[config.mk]
export PLATFORM = sky130hd
export DESIGN_NAME = aht20_target_emulator
export DESIGN_NICKNAME = d
export VERILOG_FILES = /design/src/rtl/aht20_target_emulator.sv
export SDC_FILE = /design/constraint.sdc
export NUM_CORES = 1
export LEC_CHECK = 0
export BUFFER_PORTS_ARGS = -buffer_cell sky130_fd_sc_hd__buf_2
export CORE_UTILIZATION = 33
export CTS_BUF_LIST = sky130_fd_sc_hd__clkbuf_16
export DETAILED_ROUTE_END_ITERATION = 6
export PLACE_DENSITY = 0.59
export SYNTH_ARGS = -nofsm -noshare
export SYNTH_HDL_FRONTEND = slang
export SYNTH_SLANG_ARGS = --single-unit
export TNS_END_PERCENT = 5
[constraint.sdc]
create_clock -name clock -period 8.3 [get_ports clock]
set_input_delay 1.245 -clock clock [delete_from_list [all_inputs] [get_ports clock]]
set_output_delay 1.245 -clock clock [all_outputs]
set_load 0.1 [all_outputs]
[src/rtl/aht20_target_emulator.sv]
// aht20_target_emulator
// I2C target that behaves like an AHT20 humidity/temperature sensor. It
// answers status reads, the 0xBE calibration command, the 0xAC trigger,
// the 0xBA soft reset and the 7-byte measurement read, reporting the raw
// values present on hum_in/temp_in when a measurement completes.
//
// Ports:
//   clock, reset      : system clock, asynchronous active-high reset
//   scl_i, sda_i      : sampled bus lines (synchronized internally)
//   sda_o             : open-drain SDA drive, 0 pulls low, 1 releases
//   hum_in, temp_in   : 20-bit raw values captured at measurement completion
//   calibrated, busy  : status bits 3 and 7
//   cmd_err           : one-cycle pulse when a write transaction is not a known command
//
// Bus handshake: a bit is transferred on each SCL high phase; SDA is sampled
// on the detected SCL rise and sda_o only changes on the clock after a
// detected SCL fall, so the line is stable for the whole high phase.
module aht20_target_emulator #(
    parameter logic [6:0]  ADDRESS     = 7'h38,
    parameter logic [31:0] MEAS_CYCLES = 32'd8000
) (
    input  logic        clock,
    input  logic        reset,
    input  logic        scl_i,
    input  logic        sda_i,
    output logic        sda_o,
    input  logic [19:0] hum_in,
    input  logic [19:0] temp_in,
    output logic        calibrated,
    output logic        busy,
    output logic        cmd_err
);
    typedef enum logic [2:0] {
        S_IDLE, S_ADDR, S_ADDR_ACK, S_WR_DATA, S_WR_ACK, S_RD_DATA, S_RD_ACK, S_IGNORE
    } state_t;

    state_t      r_state, w_state_next;
    logic        r_scl_s1, r_scl_s2, r_scl_prev;
    logic        r_sda_s1, r_sda_s2, r_sda_prev;
    logic        w_scl_rise, w_scl_fall, w_start, w_stop;
    logic [3:0]  r_bit_cnt;
    logic [7:0]  r_rx, r_tx;
    logic        r_ack;
    logic [3:0]  r_rd_idx;
    logic [2:0]  r_wr_cnt;
    logic [7:0]  r_wbuf [0:2];
    logic        r_wr_pending;
    logic        r_sda_o, r_calibrated, r_busy, r_cmd_err;
    logic [31:0] r_meas_cnt;
    logic [19:0] r_hum, r_temp;
    logic [7:0]  r_crc;
    logic [3:0]  w_load_idx;
    logic [7:0]  w_load_byte, w_status;
    logic        w_addr_match, w_is_cal, w_is_trig, w_is_soft, w_is_probe;

    // CRC-8, poly 0x31, init 0xFF, MSB first, over 6 bytes.
    function automatic logic [7:0] crc8_48(input logic [47:0] d);
        logic [7:0] c;
        c = 8'hFF;
        for (int i = 47; i >= 0; i--) begin
            if (c[7] ^ d[i]) c = {c[6:0], 1'b0} ^ 8'h31;
            else             c = {c[6:0], 1'b0};
        end
        return c;
    endfunction

    assign w_scl_rise   = r_scl_s2 & ~r_scl_prev;
    assign w_scl_fall   = ~r_scl_s2 & r_scl_prev;
    assign w_start      = r_sda_prev & ~r_sda_s2 & r_scl_s2;
    assign w_stop       = ~r_sda_prev & r_sda_s2 & r_scl_s2;
    assign w_addr_match = (r_rx[7:1] == ADDRESS);

    assign w_is_probe = (r_wr_cnt == 3'd0);
    assign w_is_cal   = (r_wr_cnt == 3'd3) && (r_wbuf[0] == 8'hBE) && (r_wbuf[1] == 8'h08) && (r_wbuf[2] == 8'h00);
    assign w_is_trig  = (r_wr_cnt == 3'd3) && (r_wbuf[0] == 8'hAC) && (r_wbuf[1] == 8'h33) && (r_wbuf[2] == 8'h00);
    assign w_is_soft  = (r_wr_cnt == 3'd1) && (r_wbuf[0] == 8'hBA);

    // Byte about to be loaded into the read shift register. The index
    // parks at 8, where every further byte reads as 0xFF.
    always_comb begin
        w_status = {r_busy, 3'b000, r_calibrated, 3'b000};
        if (r_state == S_ADDR_ACK)  w_load_idx = 4'd0;
        else if (r_rd_idx == 4'd8)  w_load_idx = 4'd8;
        else                        w_load_idx = r_rd_idx + 4'd1;
        case (w_load_idx)
            4'd0:    w_load_byte = w_status;
            4'd1:    w_load_byte = r_hum[19:12];
            4'd2:    w_load_byte = r_hum[11:4];
            4'd3:    w_load_byte = {r_hum[3:0], r_temp[19:16]};
            4'd4:    w_load_byte = r_temp[15:8];
            4'd5:    w_load_byte = r_temp[7:0];
            4'd6:    w_load_byte = r_crc;
            default: w_load_byte = 8'hFF;
        endcase
    end

    // Bit-level state: all data-phase transitions happen on the SCL fall.
    always_comb begin
        w_state_next = r_state;
        if (w_start) begin
            w_state_next = S_ADDR;
        end else if (w_stop) begin
            w_state_next = S_IDLE;
        end else if (w_scl_fall) begin
            case (r_state)
                S_ADDR:     if (r_bit_cnt == 4'd8) w_state_next = w_addr_match ? S_ADDR_ACK : S_IGNORE;
                S_ADDR_ACK: w_state_next = r_rx[0] ? S_RD_DATA : S_WR_DATA;
                S_WR_DATA:  if (r_bit_cnt == 4'd8) w_state_next = S_WR_ACK;
                S_WR_ACK:   w_state_next = S_WR_DATA;
                S_RD_DATA:  if (r_bit_cnt == 4'd8) w_state_next = S_RD_ACK;
                S_RD_ACK:   w_state_next = r_ack ? S_IGNORE : S_RD_DATA;
                default:    w_state_next = r_state;
            endcase
        end
    end

    always_ff @(posedge clock or posedge reset) begin
        if (reset) r_state <= S_IDLE;
        else       r_state <= w_state_next;
    end

    always_ff @(posedge clock or posedge reset) begin
        if (reset) begin
            // Synchronizers reset to the idle-bus level so no false START/STOP.
            r_scl_s1 <= 1'b1; r_scl_s2 <= 1'b1; r_scl_prev <= 1'b1;
            r_sda_s1 <= 1'b1; r_sda_s2 <= 1'b1; r_sda_prev <= 1'b1;
            r_bit_cnt <= 4'd0; r_rx <= 8'h00; r_tx <= 8'h00; r_ack <= 1'b1;
            r_rd_idx <= 4'd0; r_wr_cnt <= 3'd0; r_wr_pending <= 1'b0;
            r_wbuf[0] <= 8'h00; r_wbuf[1] <= 8'h00; r_wbuf[2] <= 8'h00;
            r_sda_o <= 1'b1; r_calibrated <= 1'b0; r_busy <= 1'b0; r_cmd_err <= 1'b0;
            r_meas_cnt <= 32'd0; r_hum <= 20'd0; r_temp <= 20'd0; r_crc <= 8'h00;
        end else begin
            r_scl_s1 <= scl_i; r_scl_s2 <= r_scl_s1; r_scl_prev <= r_scl_s2;
            r_sda_s1 <= sda_i; r_sda_s2 <= r_sda_s1; r_sda_prev <= r_sda_s2;
            r_cmd_err <= 1'b0;

            if (r_busy) begin
                if (r_meas_cnt == 32'd0) begin
                    r_busy <= 1'b0;
                    r_hum  <= hum_in;
                    r_temp <= temp_in;
                    r_crc  <= crc8_48({1'b0, 3'b000, r_calibrated, 3'b000, hum_in, temp_in});
                end else begin
                    r_meas_cnt <= r_meas_cnt - 32'd1;
                end
            end

            if (w_start) begin
                // A pending write survives a repeated START and is judged at STOP.
                r_sda_o   <= 1'b1;
                r_bit_cnt <= 4'd0;
            end else if (w_stop) begin
                r_sda_o      <= 1'b1;
                r_bit_cnt    <= 4'd0;
                r_wr_pending <= 1'b0;
                if (r_wr_pending) begin
                    if (w_is_cal) begin
                        r_calibrated <= 1'b1;
                    end else if (w_is_trig) begin
                        if (!r_busy) begin
                            r_busy     <= 1'b1;
                            r_meas_cnt <= MEAS_CYCLES;
                        end
                    end else if (w_is_soft) begin
                        // Placed after the countdown so it wins over a completing measurement.
                        r_calibrated <= 1'b0;
                        r_busy       <= 1'b0;
                        r_hum        <= 20'd0;
                        r_temp       <= 20'd0;
                        r_crc        <= 8'h00;
                    end else if (!w_is_probe) begin
                        r_cmd_err <= 1'b1;
                    end
                end
            end else begin
                case (r_state)
                    S_ADDR, S_WR_DATA: begin
                        if (w_scl_rise && r_bit_cnt != 4'd8) begin
                            r_rx      <= {r_rx[6:0], r_sda_s2};
                            r_bit_cnt <= r_bit_cnt + 4'd1;
                        end else if (w_scl_fall && r_bit_cnt == 4'd8) begin
                            r_bit_cnt <= 4'd0;
                            if (r_state == S_ADDR) begin
                                r_sda_o <= w_addr_match ? 1'b0 : 1'b1;
                            end else begin
                                if (r_wr_cnt < 3'd3) r_wbuf[r_wr_cnt[1:0]] <= r_rx;
                                if (r_wr_cnt != 3'd4) r_wr_cnt <= r_wr_cnt + 3'd1;
                                r_sda_o <= 1'b0;
                            end
                        end
                    end
                    S_ADDR_ACK: begin
                        if (w_scl_fall) begin
                            if (r_rx[0]) begin
                                r_rd_idx  <= 4'd0;
                                r_sda_o   <= w_load_byte[7];
                                r_tx      <= {w_load_byte[6:0], 1'b0};
                                r_bit_cnt <= 4'd1;
                            end else begin
                                r_sda_o      <= 1'b1;
                                r_bit_cnt    <= 4'd0;
                                r_wr_cnt     <= 3'd0;
                                r_wr_pending <= 1'b1;
                            end
                        end
                    end
                    S_WR_ACK: begin
                        if (w_scl_fall) r_sda_o <= 1'b1;
                    end
                    S_RD_DATA: begin
                        if (w_scl_fall) begin
                            if (r_bit_cnt == 4'd8) begin
                                r_sda_o <= 1'b1;
                            end else begin
                                r_sda_o   <= r_tx[7];
                                r_tx      <= {r_tx[6:0], 1'b0};
                                r_bit_cnt <= r_bit_cnt + 4'd1;
                            end
                        end
                    end
                    S_RD_ACK: begin
                        if (w_scl_rise) begin
                            r_ack <= r_sda_s2;
                        end else if (w_scl_fall && !r_ack) begin
                            r_rd_idx  <= w_load_idx;
                            r_sda_o   <= w_load_byte[7];
                            r_tx      <= {w_load_byte[6:0], 1'b0};
                            r_bit_cnt <= 4'd1;
                        end
                    end
                    default: r_sda_o <= 1'b1;
                endcase
            end
        end
    end

    assign sda_o      = r_sda_o;
    assign calibrated = r_calibrated;
    assign busy       = r_busy;
    assign cmd_err    = r_cmd_err;

endmodule

; ---- Word-level counts from Yosys, hierarchy flattened
; Cells that the tools add are included.
; W data, S select, Z words.
[word_totals]
rom_bits = 0
mem_count = 0
wordCells = 477
latch_bits = 0
output_inout_bits = 4
register_bits = 146
ramBits = 0
[op_classes]
magnitude_cmp = 3
eq_ne = 49
n_shift = 0
n_mul = 0
n_bitwise = 103
add_sub_neg = 4
n_reduce_logical = 37
n_div = 0
muxes = 256
[ops]
columns = op, n
row1 = $mux W8, 109
row2 = $mux W20, 16
row3 = $mux W6, 47
row4 = $mux W32, 8
row5 = $not A3 Y3, 47
row6 = $mux W4, 15
row7 = $pmux W8 S7, 1
row8 = $ne A4 B4 Y1 const B, 12
row9 = $mux W3, 14
row10 = $xor A1 B1 Y1, 41
row11 = $mux W1, 37
row12 = $logic_not A32 Y1, 1
row13 = $sub A32 B1 Y32 const B, 1
row14 = $reduce_and A7 Y1, 4
row15 = $ne A2 B2 Y1 const B, 13
row16 = $bwmux W24, 1
row17 = $eq A8 B8 Y1 const B, 3
row18 = $pmux W8 S3, 1
row19 = $pmux W3 S6, 1
row20 = $reduce_and A9 Y1, 2
row21 = $demux W8 S2, 1
row22 = $pmux W4 S4, 1
row23 = $eq A4 B3 Y1 const B, 3
row24 = $reduce_and A4 Y1, 3
row25 = other kinds (34), 70

; ---- Depth between registers and ports, before layout
; Gate-level depths: netlist (run 1).
[logic_depth]
ltp_word = 197
mapped_depth = 11
depth_no_buf = 11

; ---- Worst setup path after synthesis (run 1)
; Ideal clock, no wire load.
[synth_path]
path_type = input to register
from = input hum_in[17]
to = register r_crc[5]
slack_ns = 4.573
n_path_buf = 0
t_required_ns = 8.213
stages = 8
t_arrival_ns = 3.640
path_cell_list = xnor3_2 > xnor3_2 > xnor3_2 > xnor3_2 > xnor2_4 > xor2_2 > xnor2_1 > a211oi_2
[synth_between]
elab_chain_cells = 127
[synth_lines]
columns = item, line
row1 = from (decl), 27  ; input logic [19:0] hum_in,
row2 = $xor A1 B1 Y1 (*), 61  ; if (c[7] ^ d[i]) c = {c[6:0], 1'b0} ^ 8'h31;
row3 = $mux W6 (*), 61
row4 = $mux W8 (*), 138  ; if (r_meas_cnt == 32'd0) begin
row5 = $mux W8 (*), 137  ; if (r_busy) begin
row6 = $mux W6, 61
row7 = $mux W8 (*), 138
row8 = $mux W8 (*), 137
row9 = $mux W6, 61
row10 = [... 111 more ...], -
row11 = $mux W8 (*), 138
row12 = $mux W8 (*), 137
row13 = $mux W8, 164  ; end else if (w_is_soft) begin
row14 = $mux W8, 159  ; end else if (w_is_trig) begin
row15 = $mux W8, 157  ; if (w_is_cal) begin
row16 = $mux W8, 156  ; if (r_wr_pending) begin
row17 = $mux W8, 152  ; end else if (w_stop) begin
row18 = $mux W8 (*), 148  ; if (w_start) begin
row19 = to (signal assigned), 142  ; r_crc <= crc8_48({1'b0, 3'b000, r_calibrated, 3'b000, hum_in, temp_in});
row20 = to (decl), 51  ; logic [7:0] r_crc;
; Mark *: on every way between the ends. The rest lies on a longest branch, timed or not. The select of a mux whose other input is x is not followed.
; A chain may end at the register's enable or synchronous reset.

; ---- Final worst setup path (run 1)
; Ends and elaborated chain as after synthesis.

==> flow_metrics.env, run 1 <==
export IMPL_period_minus_slack_ns=3.55
export IMPL_drt_iter0_markers=364
export IMPL_grt_first_pass_wirelength_mm=32.7
export IMPL_syn_inst=861
export IMPL_start_util_pct=34.0
export IMPL_wl_per_cell_um=15.9
export IMPL_outcome="complete, no violations"
export IMPL_port_buffer_count=47
export IMPL_critPathKind="in2reg"
export IMPL_layout_setup_ws_ns=4.75
export IMPL_io_pin_count=48
export IMPL_r2r_slack_ns=4.83
export IMPL_drc_errors=0
export IMPL_cp_max_fo=4
export IMPL_tritoncts_num_buffers=17
export IMPL_vias_per_cell=5.11
export IMPL_grt_max_degree=77
export IMPL_h_tree_depth=4
export IMPL_drive_above_1_share_pct=17.5
export IMPL_die_w_um=161
export IMPL_gp_congestion=0.829
export IMPL_wl_mm=19.6
export IMPL_min_path_type="reg2reg"
export IMPL_std_cell_rows=57
export IMPL_tns_ns=0
export IMPL_final_common_cell="nand2_1"
export IMPL_dp_slack_ns=4.31
export IMPL_num_antenna_cells=0
export IMPL_start_kind="input pin"
export IMPL_final_cell_mix="149 x nand2_1, 137 x dfrtp_1, 80 x a21oi_1"
export IMPL_rsz0062_at_grt="no"
export IMPL_ys_ff_latch=145
export IMPL_post_cts_buffers=0
export IMPL_power_density_mw_per_mm2=296
export IMPL_synth_seq_area_share_pct=43.5
export IMPL_grt_overflow=0
export IMPL_hpwl_mm=14.1
export IMPL_finalHoldViolCount=0
export IMPL_p_leak_nw=4.29
export IMPL_syn_to_final_growth_pct=13.1
export IMPL_die_area_mm2=0.0260
export IMPL_clk_pin_slew_ns=0.06
export IMPL_worst_ep_arrival_time_ns=3.81
export IMPL_syn_nets=916
export IMPL_die_height_um=161
export IMPL_fmax_mhz=282
export IMPL_async_flop_share_pct=100
export IMPL_antenna_found_initial=0
export IMPL_grt_pass1_vias=6097
export IMPL_required_ns=8.56
export IMPL_vdd_drop_max_mv=0.350
export IMPL_clk_path_buf_depth=2
export IMPL_fin_crit_sh_pct=42.8
export IMPL_dr_pass1_iters=5
export IMPL_synth_cell_area_mm2=0.00836
export IMPL_cts_root_buf="clkbuf_16"
export IMPL_ys_types=67
export IMPL_yosys_warnings=0
export IMPL_num_vias=6303
export IMPL_finalSetupViolations=0
export IMPL_clock_skew_ns=0.0126
export IMPL_timing_max_cap_violations=0
export IMPL_postCtsResizedCells=0
export IMPL_synthFlopType="dfrtp_1"
export IMPL_nNetsFinal=952
export IMPL_tightest_slew_ns=0.991
export IMPL_endpoint_kind="flip-flop"
export IMPL_syn_avg_cell_area_um2=9.71
export IMPL_core_area_mm2=0.0246
export IMPL_synth_edf_count=0
export IMPL_clkLatencyLatePin_ns=0.43
export IMPL_cts_tree="done"
export IMPL_maxSlewViolCount=0
export IMPL_cts_hold_buf=0
export IMPL_ant_nets=0
export IMPL_slew_headroom_pct=33.9
export IMPL_grt_use_total_pct=15.9
export IMPL_final_util_pct=38.4
export IMPL_cts_sinks=145
[cell type report]
class	instances	area, um^2
clock buffer	17	425
clock inverter	14	139
fill	2450	15200
inverter	16	65.1
multi-input combinational	664	4500
sequential	145	3640
tap	324	405
timing repair buffer	53	280
[final timing paths]
| path | end | cells past startpoint | start |
|---|---|---|---|
| setup / recovery | r_crc[5]$_DFF_PP0_ | 9 | hum_in[17] |
| hold / removal | r_sda_s2$_DFF_PP1_ | 0 | r_sda_s1$_DFF_PP1_ |
| setup reg to reg | r_crc[2]$_DFF_PP0_ | 7 | r_meas_cnt[6]$_DFF_PP0_ |
| hold reg to reg | r_sda_s2$_DFF_PP1_ | 0 | r_sda_s1$_DFF_PP1_ |
| max in group asynchronous | r_crc[0]$_DFF_PP0_ | 3 | reset |
| min in group asynchronous | r_wbuf[21]$_DFFE_PP0P_ | 2 | reset |
[cell families (layout without fill, tap and decap cells)]
| kind of cell | Yosys count | in the layout | share of synthesized area [%] |
|---|---|---|---|
| muxes | 35 | 35 | 4.68 |
| adders and majority gates | 11 | 11 | 1.65 |
| and+or+nand+nor | 321 | 321 | 17.6 |
| buffers and inverters | 52 | 100 | 2.83 |
| DFF | 145 | 145 | 43.5 |
| AOI/OAI and AO/OA | 177 | 177 | 12.7 |
| xor gates and xnor gates | 120 | 120 | 17.0 |
[flip-flops by register name (all words and copies together), names as in the netlist, 4 cells and up]
| name | flops |
|---|---|
| r_meas_cnt | 32 |
| r_crc | 8 |
| r_wbuf | 24 |
| r_temp | 20 |
| r_hum | 20 |
| r_tx | 7 |
| r_rx | 8 |
| r_rd_idx | 4 |
| r_bit_cnt | 4 |
[Yosys cell counts (11+ instances only)]
cell / number / area share (%)
nand2_1: 149 / 6.7
dfrtp_1: 137 / 41
a21oi_1: 80 / 4.8
nor2_1: 74 / 3.3
xnor2_1: 60 / 6.3
o21ai_0: 35 / 2.1
mux2_2: 33 / 4.4
xor2_1: 31 / 3.2
clkbuf_1: 30 / 1.3
inv_1: 16 / 0.72
nor3_1: 14 / 0.84
nor4_1: 13 / 0.97
ha_1: 11 / 1.6
nand3_1: 11 / 0.66
[per-layer routing]
layer	GRT usage [%]	share of wire, %	up-vias
li1	-	-	3055
met2	24.9	46	143
met1	22.2	48	3084
met5	0	0	-
met3	2.80	4.1	21
met4	5.40	1.7	0
[critical path, stage by stage]
cell	delay [ns]
buf_2	0.13
xnor3_2	0.47
xnor3_2	0.44
xnor3_2	0.43
xnor3_2	0.47
xnor2_4	0.22
xor2_2	0.16
xnor2_1	0.15
a211oi_2	0.09
[where the power goes]
part / switching (mW) / internal [mW]
logic: 0.575 / 0.609
clock network: 0.308 / 0.439
registers: 0.0950 / 0.769
total: 0.978 / 1.82
[through the flow]
step / total power [mW] / cells / area, um^2 / hold slack [ns]
5_1_grt: 2.98 / 1233 / 9450 / 0.361
3_3_place_gp: 2.04 / 1202 / 8890 / 0.346
3_5_place_dp: 2.06 / 1202 / 8890 / 0.348
4_1_cts: 2.82 / 1233 / 9450 / 0.357
2_1_floorplan: 1.86 / 861 / 8360 / 0.345
6_report: 2.80 / 1233 / 9450 / 0.354
(Power assumes the default switching activity.)
==> inputs of run 2 (changes only) <==
Settings changed: PLACE_DENSITY 0.59 to 0.61.
Clock period 8.3 ns to 3.19 ns, I/O delays scaled along.
==> run 2 against run 1 <==
  * Wire length up 2.2%
  * Via count increased by 1.2%
  * Cell area up 2.3%
  * Clock power rose to 2.7 times the previous value
  * First-iteration DRC count shrank 2.7%
  * Count of clock-buffer cells in the layout unchanged
  * Combinational power grew to 2.8 times the previous value
  * Clock skew shrank 0.0060 ns
  * Core utilization up 0.88 points
  * Critical endpoint unchanged
==> flow_metrics.env, run 2 (same netlist as run 1, synthesis figures left out) <==
export IMPL_outcome="complete, no violations"
export IMPL_postCtsResizedCells=0
export IMPL_final_cells=1258
export IMPL_gp_congestion=0.788
export IMPL_highest_layer="met4"
export IMPL_antenna_found_initial=0
export IMPL_dr_pass1_iters=4
export IMPL_path_delay_family="XOR/XNOR gates"
export IMPL_h_tree_depth=4
export IMPL_required_ns=3.44
export IMPL_nNetsFinal=976
export IMPL_r2r_slack_ns=0.22
export IMPL_slew_headroom_pct=21.1
export IMPL_power_density_mw_per_mm2=770
export IMPL_clock_skew_ns=0.00656
export IMPL_num_antenna_cells=0
export IMPL_clk_path_buf_depth=2
export IMPL_final_cell_mix="149 x nand2_1, 137 x dfrtp_1, 80 x a21oi_1"
export IMPL_cts_root_buf="clkbuf_16"
export IMPL_port_buffer_count=47
export IMPL_grt_max_degree=62
export IMPL_p_leak_nw=4.41
export IMPL_grt_pass1_vias=6273
export IMPL_grt_use_total_pct=16.3
export IMPL_tns_ns=0
export IMPL_drive_above_1_share_pct=19.2
export IMPL_maxSlewViolCount=0
export IMPL_wl_met1_mm=9.50
export IMPL_wl_met2_mm=9.71
export IMPL_endpoint_kind="flip-flop"
export IMPL_top_register="r_meas_cnt"
export IMPL_post_cts_buffers=0
export IMPL_dp_cells=1226
export IMPL_core_area_mm2=0.0246
export IMPL_finalSetupViolations=0
export IMPL_die_area_mm2=0.0260
export IMPL_crit_path_start="calibrated$_DFFE_PP0P_"
export IMPL_path_common_cell="xnor3_2"
export IMPL_start_util_pct=34.0
export IMPL_timing_max_cap_violations=0
export IMPL_wl_per_cell_um=16.0
export IMPL_fmax_mhz=337
export IMPL_die_w_um=161
export IMPL_grt_first_pass_wirelength_mm=33.4
export IMPL_hpwl_mm=14.5
export IMPL_min_path_type="in2async"
export IMPL_start_kind="flip-flop"
export IMPL_slowest_stage="dfrtp_1"
export IMPL_finalHoldViolCount=0
export IMPL_vias_per_cell=5.07
export IMPL_final_common_cell="nand2_1"
export IMPL_cts_hold_buf=0
export IMPL_cts_tree="done"
export IMPL_die_height_um=161
export IMPL_crit_cells=8
export IMPL_cts_sinks=145
export IMPL_cp_num_buf_inv=0
export IMPL_num_vias=6377
export IMPL_fin_crit_sh_pct=93.0
export IMPL_worst_r2r_cell_count=8
export IMPL_critPathMaxStageDelay_ns=0.47
export IMPL_path_cells="xnor3_2, xnor3_2, xnor3_2, xnor3_2, xnor2_4, xor2_2, xnor2_1, a211oi_2"
export IMPL_clk_pin_slew_ns=0.06
export IMPL_drt_iter0_markers=354
export IMPL_drc_errors=0
export IMPL_ant_nets=0
export IMPL_r2r_end="r_crc[5]$_DFF_PP0_"
export IMPL_critPathKind="reg2reg"
export IMPL_cp_max_fo=3
export IMPL_grt_overflow=0
export IMPL_clkLatencyLatePin_ns=0.42
export IMPL_largest_reg_flops=32
export IMPL_vdd_drop_max_mv=1.13
export IMPL_met3WireLength_um=710
export IMPL_tritoncts_num_buffers=17
export IMPL_largest_registers="r_meas_cnt: 32 flops, r_wbuf: 24 flops"
export IMPL_wl_mm=20.1
export IMPL_std_cell_rows=57
export IMPL_rsz0062_at_grt="no"
export IMPL_syn_to_final_growth_pct=15.7
export IMPL_worst_ep_arrival_time_ns=3.22
export IMPL_reg2reg_from="calibrated$_DFFE_PP0P_"
export IMPL_io_pin_count=48
export IMPL_tightest_slew_ns=1.18
export IMPL_period_minus_slack_ns=2.97
==> run 2: changes by cell type in the layout (fill, tap and decap cells not counted), sizes merged <==
cell / change
buf: +24
clkinvlp: +3
clkinv: -2
bufinv: +1
inv: -1
==> run 2: worst max-delay path by stage <==
stage,end,slack [ns]
after floorplan,r_crc[5]$_DFF_PP0_,-0.23
after global placement,r_crc[5]$_DFF_PP0_,0.04
after detailed placement,r_crc[5]$_DFF_PP0_,0.02
after CTS,r_crc[5]$_DFF_PP0_,0.21
after global routing,r_meas_cnt[30]$_DFF_PP0_,0.01
final,r_crc[5]$_DFF_PP0_,0.22
==> run 2: power by group <==
group / leakage [nW] / switching, mW / internal [mW] / total, mW
registers: 1.72 / 0.204 / 2.00 / 2.21
logic: 2.41 / 1.58 / 1.67 / 3.25
clock network: 0.281 / 0.774 / 1.21 / 1.98
==> run 2: routing by layer <==
| metal | vias to the layer above | global-route usage [%] |
|---|---|---|
| met3 | 11 | 3.18 |
| li1 | 3108 | - |
| met1 | 3140 | 22.3 |
| met2 | 118 | 26.5 |
| met5 | - | 0 |
| met4 | 0 | 3.64 |
==> run 2: layout make-up <==
cell class | count | area [um^2]
Fill cell | 2448 | 14900
Inverter | 16 | 63.8
Clock inverter | 15 | 153
Sequential cell | 145 | 3640
Clock buffer | 17 | 425
Multi-Input combinational cell | 664 | 4500
Tap cell | 324 | 405
Timing Repair Buffer | 77 | 485
==> run 2: through the flow <==
stage / utilization (%) / setup WS [ns] / hold WS [ns] / cell area, um^2 / total power, mW
2_1_floorplan: - / -0.227 / 0.345 / 8360 / 4.83
3_3_place_gp: 37.0 / 0.0406 / 0.347 / 9090 / 5.43
3_5_place_dp: 37.0 / 0.0219 / 0.347 / 9090 / 5.50
4_1_cts: 39.3 / 0.207 / 0.138 / 9670 / 7.49
5_1_grt: 39.3 / 0.0122 / 0.136 / 9670 / 7.87
6_report: 39.3 / 0.223 / 0.153 / 9670 / 7.44
==> inputs of run 3 (changes only) <==
Settings changed: BUFFER_PORTS_ARGS -buffer_cell sky130_fd_sc_hd__buf_2 to not set, DONT_BUFFER_PORTS set to 1, PLACE_DENSITY 0.61 to 0.59.
==> run 3 against run 2 <==
  * Cell area shrank 2.5%
  * Critical path type unchanged
  * Die area is the same
  * Clock skew grew 0.0054 ns
  * Sequential power is essentially flat
  * Largest cell class unchanged
  * Combinational power shrank 4%
==> flow_metrics.env, run 3 (same netlist as run 1, synthesis figures left out) <==
export IMPL_period_minus_slack_ns=2.97
export IMPL_required_ns=3.47
export IMPL_clock_skew_ns=0.0120
export IMPL_top_register="r_meas_cnt"
export IMPL_dp_cells=1174
export IMPL_path_cells="or4_1, nor4_1, buf_4, and2_1, and3_1, nand2_1, buf_4, o41ai_1, a211oi_1"
export IMPL_grt_pass1_vias=6073
export IMPL_worst_ep_arrival_time_ns=3.25
export IMPL_cts_root_buf="clkbuf_16"
export IMPL_cts_hold_buf=0
export IMPL_wl_per_cell_um=16.3
export IMPL_syn_to_final_growth_pct=12.7
export IMPL_cp_max_fo=19
export IMPL_min_path_type="in2async"
export IMPL_final_cells=1206
export IMPL_worst_r2r_cell_count=9
export IMPL_postCtsResizedCells=0
export IMPL_vdd_drop_max_mv=0.654
export IMPL_wl_mm=19.6
export IMPL_timing_max_cap_violations=0
export IMPL_antenna_found_initial=0
export IMPL_post_cts_buffers=0
export IMPL_tritoncts_num_buffers=17
export IMPL_cts_tree="done"
export IMPL_grt_busiest_layer="met2"
export IMPL_num_vias=6184
export IMPL_h_tree_depth=4
export IMPL_nFillCells=2447
export IMPL_std_cell_rows=57
export IMPL_rsz0062_at_grt="no"
export IMPL_largest_registers="r_meas_cnt: 32 flops, r_wbuf: 24 flops"
export IMPL_grt_overflow=0
export IMPL_final_cell_mix="149 x nand2_1, 137 x dfrtp_1, 80 x a21oi_1"
export IMPL_p_leak_nw=4.21
export IMPL_clk_pin_slew_ns=0.06
export IMPL_power_density_mw_per_mm2=784
export IMPL_ant_nets=0
export IMPL_die_w_um=161
export IMPL_critPathKind="reg2reg"
export IMPL_largest_reg_flops=32
export IMPL_drive_above_1_share_pct=14.7
export IMPL_finalHoldViolCount=0
export IMPL_globalRouteMet3Util_pct=4.24
export IMPL_clkLatencyLatePin_ns=0.42
export IMPL_outcome="complete, no violations"
export IMPL_fin_crit_sh_pct=92.9
export IMPL_core_area_mm2=0.0246
export IMPL_maxSlewViolCount=0
export IMPL_met1_usage_pct=21.4
export IMPL_hpwl_mm=14.4
export IMPL_drc_errors=0
export IMPL_final_common_cell="nand2_1"
export IMPL_clk_path_buf_depth=2
export IMPL_crit_cells=9
export IMPL_vias_per_cell=5.13
export IMPL_grt_use_total_pct=16.0
export IMPL_path_common_cell="buf_4"
export IMPL_slew_headroom_pct=34.8
export IMPL_grt_first_pass_wirelength_mm=32.5
export IMPL_start_kind="flip-flop"
export IMPL_hold_ws_ns=0.0366
export IMPL_grt_use_met2_pct=25.4
export IMPL_finalSetupViolations=0
export IMPL_port_buffer_count=0
export IMPL_cts_sinks=145
export IMPL_die_area_mm2=0.0260
export IMPL_tightest_slew_ns=0.976
export IMPL_fin_total_pwr_mw=7.39
export IMPL_grt_max_degree=65
export IMPL_critPathMaxStageDelay_ns=0.63
export IMPL_drt_iter0_markers=361
export IMPL_path_delay_family="simple AND/OR/NAND/NOR gates"
export IMPL_num_antenna_cells=0
export IMPL_io_pin_count=48
export IMPL_dr_pass1_iters=5
export IMPL_slowest_stage="or4_1"
export IMPL_start_util_pct=34.0
export IMPL_die_height_um=161
export IMPL_nNetsFinal=924
export IMPL_gp_congestion=0.815
export IMPL_fmax_mhz=337
export IMPL_cp_num_buf_inv=2
export IMPL_endpoint_kind="flip-flop"
run 3: cell type report:
class,count,area [um^2],area share [%]
Tap cell,324,405,4.30
Clock buffer,17,425,4.51
Sequential cell,145,3640,38.6
Clock inverter,15,180,1.91
Timing Repair Buffer,25,213,2.26
Multi-Input combinational cell,664,4500,47.7
Inverter,16,63.8,0.677
run 3: per-layer routing:
layer	wire length (um)	part of all wire, %
met5	0	0
met4	244	1.2
met3	1010	5.1
met2	9340	48
met1	9040	46
run 3: through the flow:
| step | area [um^2] | setup TNS (ns) | utilization (%) | setup WS, ns |
|---|---|---|---|---|
| floorplan | 8360 | -0.709 | - | -0.227 |
| global placement | 8820 | 0 | 35.8 | 0.166 |
| detailed placement | 8820 | 0 | 35.8 | 0.137 |
| CTS | 9430 | 0 | 38.3 | 0.226 |
| global route | 9430 | 0 | 38.3 | 0.0233 |
| finish | 9430 | 0 | 38.3 | 0.225 |
run 3: final timing paths:
check / start / endpoint / slack, ns
setup / recovery: r_meas_cnt[6]$_DFF_PP0_ / r_crc[2]$_DFF_PP0_ / 0.22
hold / removal: reset / r_meas_cnt[5]$_DFF_PP0_ / 0.04
setup reg to reg: r_meas_cnt[6]$_DFF_PP0_ / r_crc[2]$_DFF_PP0_ / 0.22
hold reg to reg: r_sda_s1$_DFF_PP1_ / r_sda_s2$_DFF_PP1_ / 0.36
max in group asynchronous: reset / sda_o$_DFFE_PP1P_ / 2.33
min in group clock: scl_i / r_scl_s1$_DFF_PP1_ / 0.06
run 3: report_power, final:
part	internal (mW)	switching (mW)	total, mW
sequential	2.00	0.232	2.24
clock	1.24	0.813	2.05
combinational	1.61	1.49	3.11
